`src/rtl/fp_sqrt_seq_if.sv`:
```
// Operand/result handshake bundle for the sequential square-root unit.
interface fp_sqrt_seq_if #(
    parameter int EXP_W = 8,
    parameter int MAN_W = 23
);
    localparam int W = 1 + EXP_W + MAN_W;

    logic         in_valid;
    logic         in_ready;
    logic [W-1:0] in_data;
    logic [2:0]   in_rm;
    logic         out_valid;
    logic         out_ready;
    logic [W-1:0] out_data;
    logic         out_invalid;
    logic         out_inexact;

    modport master (
        output in_valid, in_data, in_rm, out_ready,
        input  in_ready, out_valid, out_data, out_invalid, out_inexact
    );

    modport slave (
        input  in_valid, in_data, in_rm, out_ready,
        output in_ready, out_valid, out_data, out_invalid, out_inexact
    );
endinterface

```
`src/rtl/fp_sqrt_seq.sv`:
```
// fp_sqrt_seq: sequential IEEE-754 square root. Radix-2 restoring digit
// recurrence, one root bit per cycle, one operation in flight at a time.
module fp_sqrt_seq #(
    parameter int EXP_W = 8,
    parameter int MAN_W = 23
) (
    input  logic         clk,
    input  logic         rst_n,
    fp_sqrt_seq_if.slave bus
);
    localparam int W      = 1 + EXP_W + MAN_W;
    localparam int N      = MAN_W + 3;          // hidden + fraction + guard + round
    localparam int CW     = $clog2(N + 1);
    localparam int BIAS_I = (1 << (EXP_W - 1)) - 1;
    localparam int LAST_I = N - 1;
    localparam logic [EXP_W:0] BIAS = BIAS_I[EXP_W:0];
    localparam logic [CW-1:0]  LAST = LAST_I[CW-1:0];
    localparam logic [W-1:0]   QNAN = {1'b0, {EXP_W{1'b1}}, 1'b1, {(MAN_W-1){1'b0}}};

    localparam logic [1:0] IDLE = 2'd0, CALC = 2'd1, ROUND = 2'd2, DONE = 2'd3;

    logic [1:0]       state;
    logic [2:0]       rm;
    logic             sp, sp_inv;
    logic [W-1:0]     sp_res;
    logic [EXP_W-1:0] exp_r;
    logic [2*N-1:0]   rad;
    logic [N:0]       rem;
    logic [N-1:0]     root;
    logic [CW-1:0]    cnt;
    logic             ov, oinv, oinx;
    logic [W-1:0]     od;

    logic             i_sign, i_zero, i_max, i_odd, i_sp, i_inv;
    logic [EXP_W-1:0] i_exp;
    logic [MAN_W-1:0] i_frac;
    logic [W-1:0]     i_res;
    logic [EXP_W:0]   i_esum;
    logic [MAN_W+1:0] i_m;

    assign i_sign = bus.in_data[W-1];
    assign i_exp  = bus.in_data[W-2 -: EXP_W];
    assign i_frac = bus.in_data[MAN_W-1:0];
    assign i_zero = (i_exp == '0);
    assign i_max  = &i_exp;
    // BIAS is odd, so the unbiased exponent is odd exactly when the stored one is even
    assign i_odd  = ~i_exp[0];
    assign i_m    = i_odd ? {1'b1, i_frac, 1'b0} : {1'b0, 1'b1, i_frac};
    // (E-BIAS-odd)/2 + BIAS == (E+BIAS-odd)/2, and that sum is always even and non-negative
    assign i_esum = {1'b0, i_exp} + BIAS - {{EXP_W{1'b0}}, i_odd};

    // classify the offered operand; denormals count as zero with sign kept
    always_comb begin
        i_sp  = 1'b1;
        i_inv = 1'b0;
        i_res = QNAN;
        if (i_zero)
            i_res = {i_sign, {(W-1){1'b0}}};
        else if (i_max && |i_frac)
            i_inv = ~i_frac[MAN_W-1];
        else if (i_sign)
            i_inv = 1'b1;
        else if (i_max)
            i_res = bus.in_data;
        else
            i_sp = 1'b0;
    end

    // one restoring step: bring down two radicand bits, try root*4+1
    logic [N+2:0] rem_sh, trial, diff;
    logic         ge;
    assign rem_sh = {rem, rad[2*N-1 -: 2]};
    assign trial  = {1'b0, root, 2'b01};
    assign ge     = (rem_sh >= trial);
    assign diff   = rem_sh - trial;

    // rounding of the finished root; the result is always positive
    logic             g, st, inc;
    logic [MAN_W+1:0] mant;
    logic [EXP_W-1:0] r_exp;
    assign g  = root[1];
    assign st = (|rem) | root[0];

    // increment decision per rounding mode; unused codes fall back to RNE
    always_comb begin
        inc = g & (st | root[2]);
        case (rm)
            3'b001, 3'b010: inc = 1'b0;
            3'b011:         inc = g | st;
            3'b100:         inc = g;
            default:        inc = g & (st | root[2]);
        endcase
    end

    assign mant  = {1'b0, root[N-1:2]} + {{(MAN_W+1){1'b0}}, inc};
    // carry-out leaves the fraction bits at zero, so only the exponent moves
    assign r_exp = exp_r + {{(EXP_W-1){1'b0}}, mant[MAN_W+1]};

    logic unused_bits;
    assign unused_bits = ^{diff[N+2:N+1], rem_sh[N+2:N+1], i_esum[0], mant[MAN_W]};

    // control FSM plus datapath registers
    always_ff @(posedge clk or negedge rst_n) begin
        if (!rst_n) begin
            state  <= IDLE;
            rm     <= '0;
            sp     <= 1'b0;
            sp_inv <= 1'b0;
            sp_res <= '0;
            exp_r  <= '0;
            rad    <= '0;
            rem    <= '0;
            root   <= '0;
            cnt    <= '0;
            ov     <= 1'b0;
            oinv   <= 1'b0;
            oinx   <= 1'b0;
            od     <= '0;
        end else begin
            case (state)
                IDLE: if (bus.in_valid) begin
                    rm     <= bus.in_rm;
                    sp     <= i_sp;
                    sp_inv <= i_inv;
                    sp_res <= i_res;
                    exp_r  <= i_esum[EXP_W:1];
                    rad    <= {i_m, {(MAN_W+4){1'b0}}};
                    rem    <= '0;
                    root   <= '0;
                    cnt    <= '0;
                    // specials take one registered hop through ROUND to the output
                    state  <= i_sp ? ROUND : CALC;
                end
                CALC: begin
                    rem   <= ge ? diff[N:0] : rem_sh[N:0];
                    root  <= {root[N-2:0], ge};
                    rad   <= {rad[2*N-3:0], 2'b00};
                    cnt   <= cnt + 1'b1;
                    if (cnt == LAST) state <= ROUND;
                end
                ROUND: begin
                    ov    <= 1'b1;
                    od    <= sp ? sp_res : {1'b0, r_exp, mant[MAN_W-1:0]};
                    oinv  <= sp & sp_inv;
                    oinx  <= ~sp & (g | st);
                    state <= DONE;
                end
                default: if (bus.out_ready) begin
                    ov    <= 1'b0;
                    state <= IDLE;
                end
            endcase
        end
    end

    assign bus.in_ready    = (state == IDLE);
    assign bus.out_valid   = ov;
    assign bus.out_data    = od;
    assign bus.out_invalid = oinv;
    assign bus.out_inexact = oinx;
endmodule

```
`src/flat_wrapper.sv`:
```
// flat-port wrapper written by rule: the top's interface ports become plain ports
module fp_sqrt_seq_flat 
#(
    parameter int EXP_W = 8,
    parameter int MAN_W = 23
)
  (clk, rst_n, bus_in_valid, bus_in_data, bus_in_rm, bus_out_ready, bus_in_ready, bus_out_valid, bus_out_data, bus_out_invalid, bus_out_inexact);
  fp_sqrt_seq_if #(.EXP_W(EXP_W), .MAN_W(MAN_W)) bus_i ();
  input  logic clk;
  input  logic rst_n;
  input wire logic [$bits(bus_i.in_valid)-1:0] bus_in_valid;
  input wire logic [$bits(bus_i.in_data)-1:0] bus_in_data;
  input wire logic [$bits(bus_i.in_rm)-1:0] bus_in_rm;
  input wire logic [$bits(bus_i.out_ready)-1:0] bus_out_ready;
  output wire logic [$bits(bus_i.in_ready)-1:0] bus_in_ready;
  output wire logic [$bits(bus_i.out_valid)-1:0] bus_out_valid;
  output wire logic [$bits(bus_i.out_data)-1:0] bus_out_data;
  output wire logic [$bits(bus_i.out_invalid)-1:0] bus_out_invalid;
  output wire logic [$bits(bus_i.out_inexact)-1:0] bus_out_inexact;
  assign bus_i.in_valid = bus_in_valid;
  assign bus_i.in_data = bus_in_data;
  assign bus_i.in_rm = bus_in_rm;
  assign bus_i.out_ready = bus_out_ready;
  assign bus_in_ready = bus_i.in_ready;
  assign bus_out_valid = bus_i.out_valid;
  assign bus_out_data = bus_i.out_data;
  assign bus_out_invalid = bus_i.out_invalid;
  assign bus_out_inexact = bus_i.out_inexact;
  fp_sqrt_seq #(.EXP_W(EXP_W), .MAN_W(MAN_W)) u_core (.clk(clk), .rst_n(rst_n), .bus(bus_i));
endmodule
```
`config.mk`:
```
export PLATFORM = sky130hd
export DESIGN_NAME = fp_sqrt_seq_flat
export DESIGN_NICKNAME = d
export VERILOG_FILES = /design/src/rtl/fp_sqrt_seq_if.sv /design/src/rtl/fp_sqrt_seq.sv /design/src/flat_wrapper.sv
export SDC_FILE = /design/constraint.sdc
export NUM_CORES = 1
export LEC_CHECK = 0
export ABC_AREA = 1
export CORE_MARGIN = 5
export CORE_UTILIZATION = 60
export DETAILED_ROUTE_END_ITERATION = 16
export PLACE_DENSITY = 0.81
export SYNTH_ARGS = -nofsm -noshare
export SYNTH_HDL_FRONTEND = slang
export SYNTH_SLANG_ARGS = --single-unit
```
`constraint.sdc`:
```
create_clock -name clk -period 4.3 [get_ports clk]
set_input_delay 0.645 -clock clk [delete_from_list [all_inputs] [get_ports clk]]
set_output_delay 0.645 -clock clk [all_outputs]
set_load 0.005 [all_outputs]
```
======== After elaboration in Yosys (flattened, before gate mapping) ========
Index checks and enable logic that the tools add are counted.
word-level totals
  bits in registers ....................... 192
  latch bits .............................. 0
  RAM bits ................................ 0
  bits in read-only memories .............. 0
  output and inout port bits .............. 36
  memories kept ........................... 0
cells by class
  add/subtract/negate cells ............... 6
  multipliers ............................. 0
  div/mod/pow operators ................... 0
  $lt $le $gt $ge ......................... 1
  eq/ne operators ......................... 9
  shift-type cells ........................ 0
  mux-type cells .......................... 30
  bitwise logic cells ..................... 10
  reduce and logical (&&, ||, !) cells .... 15
operators with widths
  operator                                       number
  2-to-1 mux 32 bit                              4
  case mux 52 bit (2 select lines)               1
  2-to-1 mux 27 bit                              2
  case mux 27 bit (2 select lines)               1
  2-to-1 mux 52 bit                              1
  case mux 26 bit (2 select lines)               1
  2-to-1 mux 31 bit                              1
  >= comparator 29 x 28 -> 1 bit                 1
  OR reduction 27 bit                            1
  subtractor 27 bit                              1
  2-to-1 mux 26 bit                              1
  adder 24 x 1 -> 25 bit                         1
  2-to-1 mux 25 bit                              1
  OR reduction 23 bit                            1
  case mux 5 bit (2 select lines)                1
  adder 8 x 7 -> 9 bit, second input constant    1
  subtractor 9 x 1 -> 9 bit                      1
  adder 8 x 1 -> 8 bit                           1
  logical NOT 8 bit                              1
  2-to-1 mux 1 bit                               8
  2-to-1 mux 2 bit                               4
  AND reduction 8 bit                            1
  == test 3 x 2 -> 1 bit, second input constant  2
  case mux 2 bit (3 select lines)                1
  other kinds (21)                               32

======== Logic depth before layout (Yosys ltp) ========
  depth in word-level cells ............... 8
  gate-level depth with buffers ........... 28
  depth with buffers taken out ............ 28

======== Worst setup path after synthesis ========
Ideal clock, no wire load.
  kind .................................... reg2reg
  start point ............................. register u_core.rem[7]
  end point ............................... register u_core.od[30], in the netlist u_core.bus.out_data[30]
  setup time .............................. 0.138 ns
  arrival time ............................ 2.803 ns
  required time ........................... 4.162 ns
  path slack .............................. 1.359 ns
  stages on the path, launching flop included .. 29
  path buffers ............................ 0
  period minus slack after synthesis ...... 2.941 ns
  cell sequence ........................... dfrtp_1 inv_1 nand4_1 nor3_1 nand3_1 nor2_1 nand2_1 nand4_1 nand2_1 ha_1 ha_1 nand4_1 nor2_1 inv_1 nor2_1 nand4_1 nor3_1 nand3_1 nor2_1 ha_1 nand3_1 nor2_1 nand2_1 nor2_1 inv_1 nor2_1 nand2_1 nand2_1 o221ai_1
on the way
  longest elaborated chain between the ends .. 8
  elaborated cells on any way between the ends .. 9
  those cells by class .................... add/sub: 2; mux: 2; bitwise: 4; reduce/logical: 1
RTL lines
  what                               line                RTL
  from (decl)                        fp_sqrt_seq.sv:28   logic [N:0] rem;
  from (signal assigned)             fp_sqrt_seq.sv:135  rem <= ge ? diff[N:0] : rem_sh[N:0];
  OR reduction 27 bit *              fp_sqrt_seq.sv:82   assign st = (|rem) | root[0];
  OR 1 bit *                         fp_sqrt_seq.sv:82
  OR 1 bit                           -
  AND 1 bit                          -
  case mux 1 bit (3 select lines) *  fp_sqrt_seq.sv:87   case (rm)
  adder 24 x 1 -> 25 bit *           fp_sqrt_seq.sv:95   assign mant = {1'b0, root[N-1:2]} + {{(MAN_W+1){1'b0}}, inc};
  adder 8 x 1 -> 8 bit *             fp_sqrt_seq.sv:97   assign r_exp = exp_r + {{(EXP_W-1){1'b0}}, mant[MAN_W+1]};
  2-to-1 mux 32 bit *                fp_sqrt_seq.sv:143  od <= sp ? sp_res : {1'b0, r_exp, mant[MAN_W-1:0]};
  to (signal assigned)               fp_sqrt_seq.sv:143
  to (decl)                          fp_sqrt_seq.sv:32   logic [W-1:0] od;
Every way passes the cells marked *; elsewhere a longest branch is shown, timed or not.
A chain may end at the register's enable or synchronous reset.

======== Worst setup path in the final report ========
Ends and elaborated chain as after synthesis.

==> results_dict.tcl <==
set metrics [dict create \
    use_met2 0.448 \
    drtIter0Drc 715 \
    cts_setup_buffers 0 \
    clockRootBuffer "clkbuf_16" \
    synth-seq-area-share 0.387 \
    syn-mean-instance-area_um2 7.18 \
    critical_path_class "reg2reg" \
    routed-via-count 9772 \
    syn-cell-area_mm2 0.0107 \
    row_count 48 \
    layout-drive-gt1-share 0.0706 \
    die_y_um 143 \
    clock_sinks 165 \
    syn_nets 1577 \
    slew_headroom 0.260 \
    ir_drop_mv 0.778 \
    clkTransAtPathRegs_ns 0.07 \
    grt_use_met1 0.394 \
    grt_setup_unrepaired "no" \
    outcome "finished, final reports clean" \
    nets 1636 \
    layout_common_cells "nand2_1, inv_1, dfrtp_1" \
    cts_buffers 17 \
    antenna_found_initial 0 \
    synth_ff_type "dfrtp_1" \
    grt_pass1_vias 9416 \
    cts_max_level 4 \
    start_kind "flip-flop" \
    die_w_um 143 \
    p_leak_nw 6.13 \
    clk_latency_ns 0.43 \
    drc_errors 0 \
    gp_congestion 0.973 \
    grt_max_degree 110 \
    slowest_stage "dfrtp_1" \
    critical_path_required_ns 4.56 \
    grtUsageMet3 0.0459 \
    hpwlAfterDp_mm 20.5 \
    drv_slew 0 \
    ys_warn_count 0 \
    synth_cells 1485 \
    critPathCaptureType "flip-flop" \
    hold_viol 0 \
    p_per_area_mw_per_mm2 779 \
    dp_slack_ns 0.645 \
    synth_edf_count 0 \
    overflow 0 \
    routedWlPerCell_um 15.6 \
    antenna_cells 0 \
    setup_violations 0 \
    crit_fanout 4 \
    die_area_mm2 0.0205 \
    cts_buffer_depth 2 \
    setup_tns_ns 0 \
    area_delta_synth_final_pct 13.7 \
    async_reset_ff_frac 1.00 \
    fin_crit_ns 3.65 \
    drt_wl_total_mm 27.8 \
    finish.utilization 0.699 \
    place.port_buffers 74 \
    n_fill_cell 1465 \
    grt_pass1_wl_mm 46.2 \
    min_path_type "in2async" \
    firstDrtPassIters 6 \
    drt-vias-per-instance 5.48 \
    drv_cap 0 \
    skew_ns 0.0101 \
    pin_count 75 \
    busiest_layer "met2" \
    track_usage 0.279 \
    postLayoutCellArea_mm2 0.0121 \
    max_freq_mhz 274 \
    final_antenna_net_count 0 \
    synth.distinct_cells 45 \
    min_period_over_period 0.849 \
    setup_ws_ns 0.650 \
    cts-hold-fix-buffers 0 \
    layout_commonest_cell "nand2_1" \
    critPathMaxStageDelay_ns 0.38 \
    cts-resized-gates 0 \
    dpl_cell_area_mm2 0.0115 \
    cp.arrival_ns 3.91 \
    tightest_slew_ns 1.11 \
    cts_tree "yes" \
    core-area_mm2 0.0174 \
    crit_path_frequent_cell "nor2_1" \
    start_util 0.614 \
    synth-seq-cells 165 \
]
where the power goes:
group          internal (mW)  leakage [nW]  switching [mW]  total [mW]
logic                   1.92          3.68            3.64        5.55
clock network          0.865         0.276           0.663        1.53
registers               2.03          2.16           0.331        2.36
per-layer routing:
layer	vias to the layer above	part of all wire
li1	4849	-
met1	4590	0.46
met2	283	0.47
met3	50	0.057
met4	0	0.021
met5	-	0
cell families after synthesis:
| logic type | share of synthesized area |
|---|---|
| xor gates and xnor gates | 0.0246 |
| adders and majority gates | 0.0629 |
| DFF | 0.387 |
| and+or+nand+nor | 0.307 |
| buffers and inverters | 0.107 |
| AOI/OAI and AO/OA | 0.110 |
| muxes | 0.000939 |
worst paths after layout:
kind	start	end	slack (ns)	cells past startpoint
setup / recovery	u_core.rem[7]	u_core.bus.out_data[30]	0.65	28
hold / removal	rst_n	u_core.bus.out_data[28]	0.32	1
setup reg to reg	u_core.rem[7]	u_core.bus.out_data[30]	0.65	28
hold reg to reg	u_core.exp_r[5]	u_core.exp_r[5]	0.48	2
max in group asynchronous	rst_n	u_core.rem[21]	3.04	2
min in group clk	u_core.exp_r[5]	u_core.exp_r[5]	0.48	2
worst max-delay path: cells and delay by family, from the launching register on:
kind / cells / cell delay [ns]
AOI/OAI and AO/OA: 1 / 0.10
DFF: 1 / 0.38
buffers and inverters: 3 / 0.20
adders and majority gates: 3 / 0.60
and+or+nand+nor: 21 / 2.22
registers in the layout, indices dropped and copies added (netlist names):
signal                  cells
u_core.bus.out_data        32
u_core.rem                 27
u_core.rm                   3
u_core.sp_inv               1
u_core.bus.out_invalid      1
u_core.sp                   1
u_core.bus.out_valid        1
u_core.rad                 25
u_core.state                2
u_core.sp_res              32
u_core.root                26
u_core.cnt                  5
u_core.bus.out_inexact      1
u_core.exp_r                8
synth_stat cells, types with 27 or more instances:
master / n / share of area
inv_1: 234 / 0.082
nand2_2: 33 / 0.019
ha_1: 52 / 0.061
o211ai_1: 27 / 0.019
dfrtp_1: 165 / 0.39
nand2_1: 451 / 0.16
nand3_1: 91 / 0.043
nor2_1: 103 / 0.036
o21ai_0: 56 / 0.026
nand4_1: 27 / 0.016
o22ai_1: 29 / 0.017
a21oi_1: 64 / 0.030
layout make-up:
cell class              count  area (µm²)  area share
clock buffers              19         433      0.0357
repair buffers             85         837      0.0690
flip-flops and latches    165        4130       0.340
well taps                 225         282      0.0232
multi-input cells        1034        5400       0.445
clock inverters            13         148      0.0122
inverters                 241         905      0.0746
metrics by stage:
stage / hold WS (ns) / std cells / power, mW
after floorplan: 0.349 / 1485 / 6.48
after global placement: 0.466 / 1750 / 7.72
final: 0.317 / 1782 / 9.44
after CTS: 0.403 / 1782 / 9.39
after detailed placement: 0.473 / 1750 / 7.82
after global routing: 0.444 / 1782 / 10.2
(Power assumes the default switching activity.)
